==> config.mk <==
export PLATFORM = sky130hd
export DESIGN_NAME = pkt_rom_writer
export DESIGN_NICKNAME = d
export VERILOG_FILES = /design/src/rtl/pkt_rom_writer.sv
export SDC_FILE = /design/constraint.sdc
export NUM_CORES = 1
export LEC_CHECK = 0
export BUFFER_PORTS_ARGS = -buffer_cell sky130_fd_sc_hd__buf_2
export CAP_MARGIN = 5
export CORE_MARGIN = 1.5
export CORE_UTILIZATION = 50
export CTS_CLUSTER_DIAMETER = 120
export DETAILED_ROUTE_END_ITERATION = 8
export GPL_TIMING_DRIVEN = 0
export PLACE_DENSITY = 0.88
export SLEW_MARGIN = 25
export SYNTH_ARGS = -nofsm -noshare
export SYNTH_HDL_FRONTEND = slang
export SYNTH_SLANG_ARGS = --single-unit
export TNS_END_PERCENT = 50
==> constraint.sdc <==
create_clock -name clk -period 2.3 [get_ports clk]
set_input_delay 0.23 -clock clk [delete_from_list [all_inputs] [get_ports clk]]
set_output_delay 0.23 -clock clk [all_outputs]
set_load 0.02 [all_outputs]
==> src/rtl/pkt_rom_writer.sv <==
// Canned-packet source: streams a command-selected byte packet from an internal ROM into a TX FIFO.
// Define PKT_CSUM_EN to append a modulo-2^DW checksum byte after each payload.
module pkt_rom_writer #(
    parameter int DW        = 8,
    parameter int CMD_W     = 4,
    parameter int NUM_PKT   = 8,
    parameter int ROM_DEPTH = 256,
    parameter int LEN_W     = 12
) (
    input  logic             clk,
    input  logic             rst_n,
    input  logic             err,
    input  logic             fs,
    input  logic [CMD_W-1:0] cmd,
    output logic             fd,
    output logic             cmd_err,
    input  logic             fifo_full,
    output logic [DW-1:0]    fifo_txd,
    output logic             fifo_txen,
    output logic [2:0]       so,
    output logic [LEN_W-1:0] byte_cnt,
    output logic [15:0]      pkt_cnt
);

    localparam int AW = (ROM_DEPTH > 1) ? $clog2(ROM_DEPTH) : 1;
    localparam logic [31:0] NUM_PKT_U = NUM_PKT;
    localparam logic [31:0] ROM_LAST  = ROM_DEPTH - 1;

    typedef enum logic [2:0] {
        IDLE = 3'd0,
        LOAD = 3'd1,
        SEND = 3'd2,
        CSUM = 3'd3,
        LAST = 3'd4
    } state_t;

`ifdef PKT_CSUM_EN
    localparam state_t AFTER_DATA = CSUM;
`else
    localparam state_t AFTER_DATA = LAST;
`endif

    // Packet table and ROM contents: base = 16*k, len = 8+k, rom[i] = i mod 2^DW.
    function automatic logic [AW-1:0] tab_base(input logic [CMD_W-1:0] k);
        return AW'((32'(k) * 32'd16) % 32'(ROM_DEPTH));
    endfunction

    function automatic logic [LEN_W-1:0] tab_len(input logic [CMD_W-1:0] k);
        return LEN_W'(32'(k) + 32'd8);
    endfunction

    function automatic logic [DW-1:0] rom_word(input logic [AW-1:0] a);
        return DW'(a);
    endfunction

    function automatic logic [AW-1:0] next_addr(input logic [AW-1:0] a);
        return (32'(a) == ROM_LAST) ? '0 : a + AW'(1);
    endfunction

    state_t           state;
    state_t           state_n;
    logic [AW-1:0]    addr;
    logic [LEN_W-1:0] len_q;
    logic             cmd_bad;
    logic             wr_ok;
    logic             data_wr;
    logic             pkt_done;
`ifdef PKT_CSUM_EN
    logic [DW-1:0]    sum;
`endif

    assign cmd_bad = (32'(cmd) >= NUM_PKT_U);
    assign wr_ok   = !fifo_full && !err;
    assign so      = state;

    always_ff @(posedge clk or negedge rst_n) begin
        if (!rst_n) begin
            state <= IDLE;
        end else begin
            state <= state_n;
        end
    end

    // err overrides everything: no write, no fd, no cmd_err, back to IDLE.
    always_comb begin
        state_n   = state;
        fifo_txen = 1'b0;
        fifo_txd  = '0;
        fd        = 1'b0;
        cmd_err   = 1'b0;
        case (state)
            IDLE: begin
                if (fs) state_n = LOAD;
            end
            LOAD: begin
                if (cmd_bad) begin
                    cmd_err = 1'b1;
                    state_n = LAST;
                end else if (tab_len(cmd) == '0) begin
                    state_n = AFTER_DATA;
                end else begin
                    state_n = SEND;
                end
            end
            SEND: begin
                fifo_txen = wr_ok;
                if (wr_ok) begin
                    fifo_txd = rom_word(addr);
                    if (byte_cnt == len_q - LEN_W'(1)) state_n = AFTER_DATA;
                end
            end
`ifdef PKT_CSUM_EN
            CSUM: begin
                fifo_txen = wr_ok;
                if (wr_ok) begin
                    fifo_txd = sum;
                    state_n  = LAST;
                end
            end
`endif
            LAST: begin
                fd = 1'b1;
                if (!fs) state_n = IDLE;
            end
            default: state_n = IDLE;
        endcase
        if (err) begin
            state_n   = IDLE;
            fifo_txen = 1'b0;
            fifo_txd  = '0;
            fd        = 1'b0;
            cmd_err   = 1'b0;
        end
    end

    assign data_wr  = (state == SEND) && fifo_txen;
    assign pkt_done = (state_n == LAST) && (state != LAST) && !(state == LOAD && cmd_bad);

    always_ff @(posedge clk or negedge rst_n) begin
        if (!rst_n) begin
            addr     <= '0;
            len_q    <= '0;
            byte_cnt <= '0;
`ifdef PKT_CSUM_EN
            sum      <= '0;
`endif
        end else if (state == LOAD) begin
            addr     <= tab_base(cmd);
            len_q    <= tab_len(cmd);
            byte_cnt <= '0;
`ifdef PKT_CSUM_EN
            sum      <= '0;
`endif
        end else if (data_wr) begin
            addr <= next_addr(addr);
            if (byte_cnt != len_q) byte_cnt <= byte_cnt + LEN_W'(1);
`ifdef PKT_CSUM_EN
            sum  <= sum + fifo_txd;
`endif
        end
    end

    always_ff @(posedge clk or negedge rst_n) begin
        if (!rst_n) begin
            pkt_cnt <= '0;
        end else if (pkt_done) begin
            pkt_cnt <= pkt_cnt + 16'd1;
        end
    end

endmodule

---- Yosys cells after proc, flatten, opt, wreduce, memory -nomap -nowiden ----
Cells that the tools add are included.
W data, S select, Z words.
operators by class
  $add $sub $neg .......................... 5
  $lt $le $gt $ge ......................... 1
  eq/ne operators ......................... 8
  multiplexer cells ....................... 24
  reduce and logical (&&, ||, !) cells .... 13
operators with widths
  cell                     count
  $mux W8                  6
  $mux W12                 3
  $mux W3                  7
  $add A16 B1 Y16 const B  1
  $add A12 B1 Y12 const B  1
  $eq A12 B12 Y1           1
  $logic_not A12 Y1        1
  $ne A12 B12 Y1           1
  $pmux W3 S4              1
  $sub A12 B1 Y12 const B  1
  $add A8 B1 Y8 const B    1
  $eq A8 B8 Y1 const B     1
  $mux W1                  7
  $eq A3 B3 Y1 const B     2
  $add A4 B4 Y5 const B    1
  $logic_and A1 B1 Y1      5
  $ge A4 B4 Y1 const B     1
  $reduce_bool A2 Y1       2
  $eq A3 B1 Y1 const B     1
  $eq A3 B2 Y1 const B     1
  $logic_not A1 Y1         3
  $logic_not A3 Y1         1
  $ne A3 B3 Y1 const B     1
  $reduce_and A2 Y1        1
storage, ports and cells
  register bits after elaboration ......... 51
  input bits .............................. 9
  output and inout bits ................... 42
  word-level logic and storage cells ...... 56

---- Depth between registers and ports, before layout ----
  word-level depth ........................ 9
  depth in mapped cells ................... 10
  mapped depth without buffers ............ 9

---- Worst setup path before layout ----
OpenSTA, ideal clock, no wires.
  kind .................................... reg-to-output
  start ................................... register state[0] (netlist: so[0])
  end ..................................... output port fifo_txd[0]
  data arrival time ....................... 2,215 ps
  data required time ...................... 2,070 ps
  slack ................................... -145 ps
  stages on the path, launching flop included .. 7
  path buffers ............................ 2
  path through ............................ dfrtp_1 -> or4b_4 -> or2_1 -> clkbuf_1 -> inv_1 -> clkbuf_1 -> and2_1
between the ends
  word-level cells in the longest chain between the ends .. 3
RTL lines
  item                    RTL line  text
  start, declared         60        state_t state;
  start signal, assigned  80        state <= state_n;
  $eq A3 B2 Y1            91        case (state)
  $mux W8                 91
  $mux W8                 127       if (err) begin
  end, declared           18        output logic [DW-1:0] fifo_txd,
No other way between the ends.

---- Final worst setup path ----
  start ................................... register len_q[1]
  end ..................................... register pkt_cnt[13]
between the ends
  word-level cells in the longest chain between the ends .. 9
RTL lines
  item                              RTL line  text
  start, declared                   63        logic [LEN_W-1:0] len_q;
  start signal, assigned            149       len_q <= tab_len(cmd);
  $sub A12 B1 Y12                   109       if (byte_cnt == len_q - LEN_W'(1)) state_n = AFTER_DATA;
  $eq A12 B12 Y1                    109
  $mux W3                           109
  $mux W3                           107       if (wr_ok) begin
  $pmux W3 S4                       91
  $mux W3                           127
  $eq A3 B3 Y1                      137       assign pkt_done = (state_n == LAST) && (state != LAST) && !(state == LOAD && cmd_bad);
  $logic_and A1 B1 Y1 (2 in a row)  137
  end signal, assigned              167       pkt_cnt <= pkt_cnt + 16'd1;
  end, declared                     22        output logic [15:0] pkt_cnt
No other way between the ends.
A chain may end at the register's enable or synchronous reset.

==> impl_results.md <==
- Status: complete, but fails checks
- Failing checks: setup timing
- Critical Path RT: 2.52 ns
- Longest Clk Path Bufs: 2
- R2R cell count: 11
- Clk root buf: clkbuf_8
- Pwr/cell area: between 600 and 700 nW/um^2
- Htree depth: 2
- GR Util All Layers: 0.254
- Routability congestion estimate: 0.897
- CP endpoint: pkt_cnt[13]$_DFFE_PN0P_
- # setup viols final: 11
- Vias per cell: 5.85
- Crit start category: register
- Final Instance Area: 3460 um^2
- CP top delay family: simple AND/OR/NAND/NOR gates
- R2r startpoint: len_q[1]$_DFFE_PN0P_
- F_max: 0.406 GHz
- Die ar.: 5620 um^2
- Pre-Repair DR Iteration Count: 5
- Dpl hpwl: 4340 um
- CP Depth: 11
- Critical path endpoint category: register
- GR peak layer: met2
- Final WL: 7240 um
- Final period utilization: 1.07
- Vias: 2,439
- Avg Cell Area, Syn: 9.45 um^2
- Worst min path class: in -> reg
- Worst r2r dst: pkt_cnt[13]$_DFFE_PN0P_
- Vias in the first global route: roughly 2,300
- Netlist Area Pre-Place: between 2000 and 3000 um^2
- Worst-Skew Late Latency: 0.31 ns
- EDFF count, synth: 0
- Slew Viols, Final: 0
- Clk_skew: 0.0141 ns
- Final Power: between 0.002 and 0.0025 W
- Register bit total from synthesis: 44
- GRT overflow: 0
- R2R Setup Slk: -0.17 ns
- RSZ-0062 raised after global routing: yes
- Slowest cell on crit path: dfrtp_1
- Fin cells: ~420
- Yosys warns: 0
- Residual DRC count: 0
- Worst relative slew slack: 0.565
- CP Cell Sequence: inv_2 > ha_4 > nor3b_2 > ha_1 > xor2_1 > and4_1 > nand4_1 > buf_6 > buf_2 > nor4_4 > xor2_1
- Initial antenna violation count: 0
- Cell mode on critical path: xor2_1
- Critical Path Max Stage Delay: 0.41 ns
- Met1 Use GR: 0.331
- Critical Path AT: 2.69 ns
- Buf/Inv on CP: 3
- Fraction of layout cells with a size suffix above 1: 0.334
- Commonest non-fill, non-tap cell in the layout: buf_2
- Most frequent cells in the layout: buf_2 (51), dfrtp_1 (42), nand2_1 (26)
- Die Ht: 75.0 um
- Wire length per cell: 17.4 um
- I/O Buffers: 50
- Num ports: 51
- # diodes: 0
- First-pass GRT wire length: roughly 11,000 um
- Ys async rst share: 1.00
- # fillers: between 300 and 400
- Max capacitance violation total: 0
- Worst-path fanout max: 5
- Final #Nets: 360
- Critical path class: reg -> reg
- Row cnt: 26
- CTS buffer count: 5
- Final Critical Period: approximately 2.5 ns
- Initial core utilization: 0.514
- Core area: 5040 um^2
- Die X: around 75 um
- Worst hold slack: 0.147 ns
- IR drop worst, VDD: ~0.61 mV
- Antenna-violating nets left: 0
- Crit path launch: len_q[1]$_DFFE_PN0P_
- Placed Area: around 2900 um^2
- Area delta synth->final: 33.5%
- Leak pwr: approximately 1.6 nW
- Seq/Total Area, Yosys: 0.425
- Maximum number of pins on one net before global-route repair: 45
- Syn_nets: 288
- CTS tree: built
- M3 GR Usage: 0.0428
- Distinct cells, synth: 47
- Final setup margin: -0.166 ns
- Number of clock sinks: 44
- Placed Cells: about 390
- Syn Inst Count: 274
- Clk slew on worst S/H paths: 0.10 ns
- DR iter-0 viols: 259
- Tightest Pin Transition: roughly 0.65 ns
- Ys flop type: dfrtp_1
- Met2 Usage GRT: 0.435
- Final hold vios: 0
## per-layer routing
metal / vias to the layer above / share of wire
met5: - / 0
met4: 0 / 0.010
met3: 13 / 0.046
met2: 101 / 0.53
met1: 1202 / 0.41
li1: 1123 / -
## where the power goes
part	switching, W	internal, W
Sequential	0.000129	0.000847
Clock	0.000287	0.000356
Combinational	0.000452	0.000299
Total	0.000868	0.00150
## sequential cells by signal, indices dropped and copies added (netlist names)
name,flops
len_q,5
byte_cnt,12
pkt_cnt,16
so,3
addr,8
## metrics by stage
step	TNS, ns	setup slack [ns]	utilization
floorplan	-0.0413	-0.0214	-
global placement	-3.03	-0.276	0.581
detailed placement	-3.92	-0.317	0.581
CTS	-0.0288	-0.0109	0.657
global route	-2.15	-0.240	0.686
finish	-0.585	-0.166	0.686
## cell usage after synthesis (2+ instances only)
cell	n	area, um^2
a211oi_1	3	22.5
xnor2_1	10	87.6
o21ai_0	12	60.1
buf_1	2	7.51
a21oi_1	8	40.0
a41o_1	2	20.0
mux2i_1	2	20.0
and3_1	5	31.3
nor4_2	2	25.0
nor3b_1	2	15.0
ha_1	5	62.6
buf_2	2	10.0
and2_1	9	56.3
o41ai_1	2	17.5
nor3_1	13	65.1
nor2_1	14	52.6
o21a_1	2	15.0
xor2_1	22	193
nand3b_1	3	22.5
nor4b_1	4	35.0
a21o_1	2	15.0
nand2_1	27	101
nor4_1	10	62.6
clkbuf_1	8	30.0
dfrtp_1	44	1100
inv_1	11	41.3
a31oi_1	5	31.3
mux2_2	2	22.5
nand4_1	8	50.1
nand3_1	11	55.1
or2_2	2	12.5
nand2b_1	3	18.8
and4_1	3	26.3
## worst min-delay path by stage
stage                     slack [ns]              endpoint   start  cells past startpoint
final                           0.15  len_q[2]$_DFFE_PN0P_  cmd[2]                      3
after floorplan                -0.07   addr[0]$_DFFE_PN0P_   rst_n                      0
after global placement          0.44   addr[2]$_DFFE_PN0P_   rst_n                      1
after global routing            0.15  len_q[2]$_DFFE_PN0P_  cmd[2]                      3
after detailed placement        0.44   addr[1]$_DFFE_PN0P_   rst_n                      1
after CTS                       0.12   addr[1]$_DFFE_PN0P_   rst_n                      1
## cells by family (layout without fill, tap and decap cells)
family | after synthesis | after routing | share of synthesized area
mux | 4 | 4 | 0.0164
xor+xnor | 32 | 32 | 0.108
compound gates | 42 | 42 | 0.117
flops | 44 | 44 | 0.425
buf+inv | 24 | 97 | 0.0372
fa+ha+maj | 5 | 5 | 0.0242
simple gates | 123 | 123 | 0.271
## area by class of cell
class / instances / area, um^2 / share of cell area
clock inverter: 2 / 38.8 / 0.0112
clock buffer: 6 / 82.6 / 0.0239
sequential: 44 / 1100 / 0.319
inverter: 11 / 43.8 / 0.0127
timing repair buffer: 67 / 387 / 0.112
buffer: 11 / 62.6 / 0.0181
multi-input combinational: 206 / 1650 / 0.478
tap: 70 / 87.6 / 0.0253
## worst register-to-register path: stages (launching register included)
cell and delay (ns):
dfrtp_1 0.41, inv_2 0.08, ha_4 0.14, nor3b_2 0.17, ha_1 0.26, xor2_1 0.13, and4_1 0.21, nand4_1 0.11
buf_6 0.16, buf_2 0.20, nor4_4 0.28, xor2_1 0.22
## timing repair
item | 4_1_cts | 5_1_grt
cloned | 1 | 1
resized for setup | 38 | 19
endpoints found under the hold margin | 0 | 44
hold buffers | 0 | 1
endpoints found under the setup margin | 31 | 33
pin swaps | 14 | 12
buffers inserted | 10 | 4
Power figures use the tool's default switching activity.
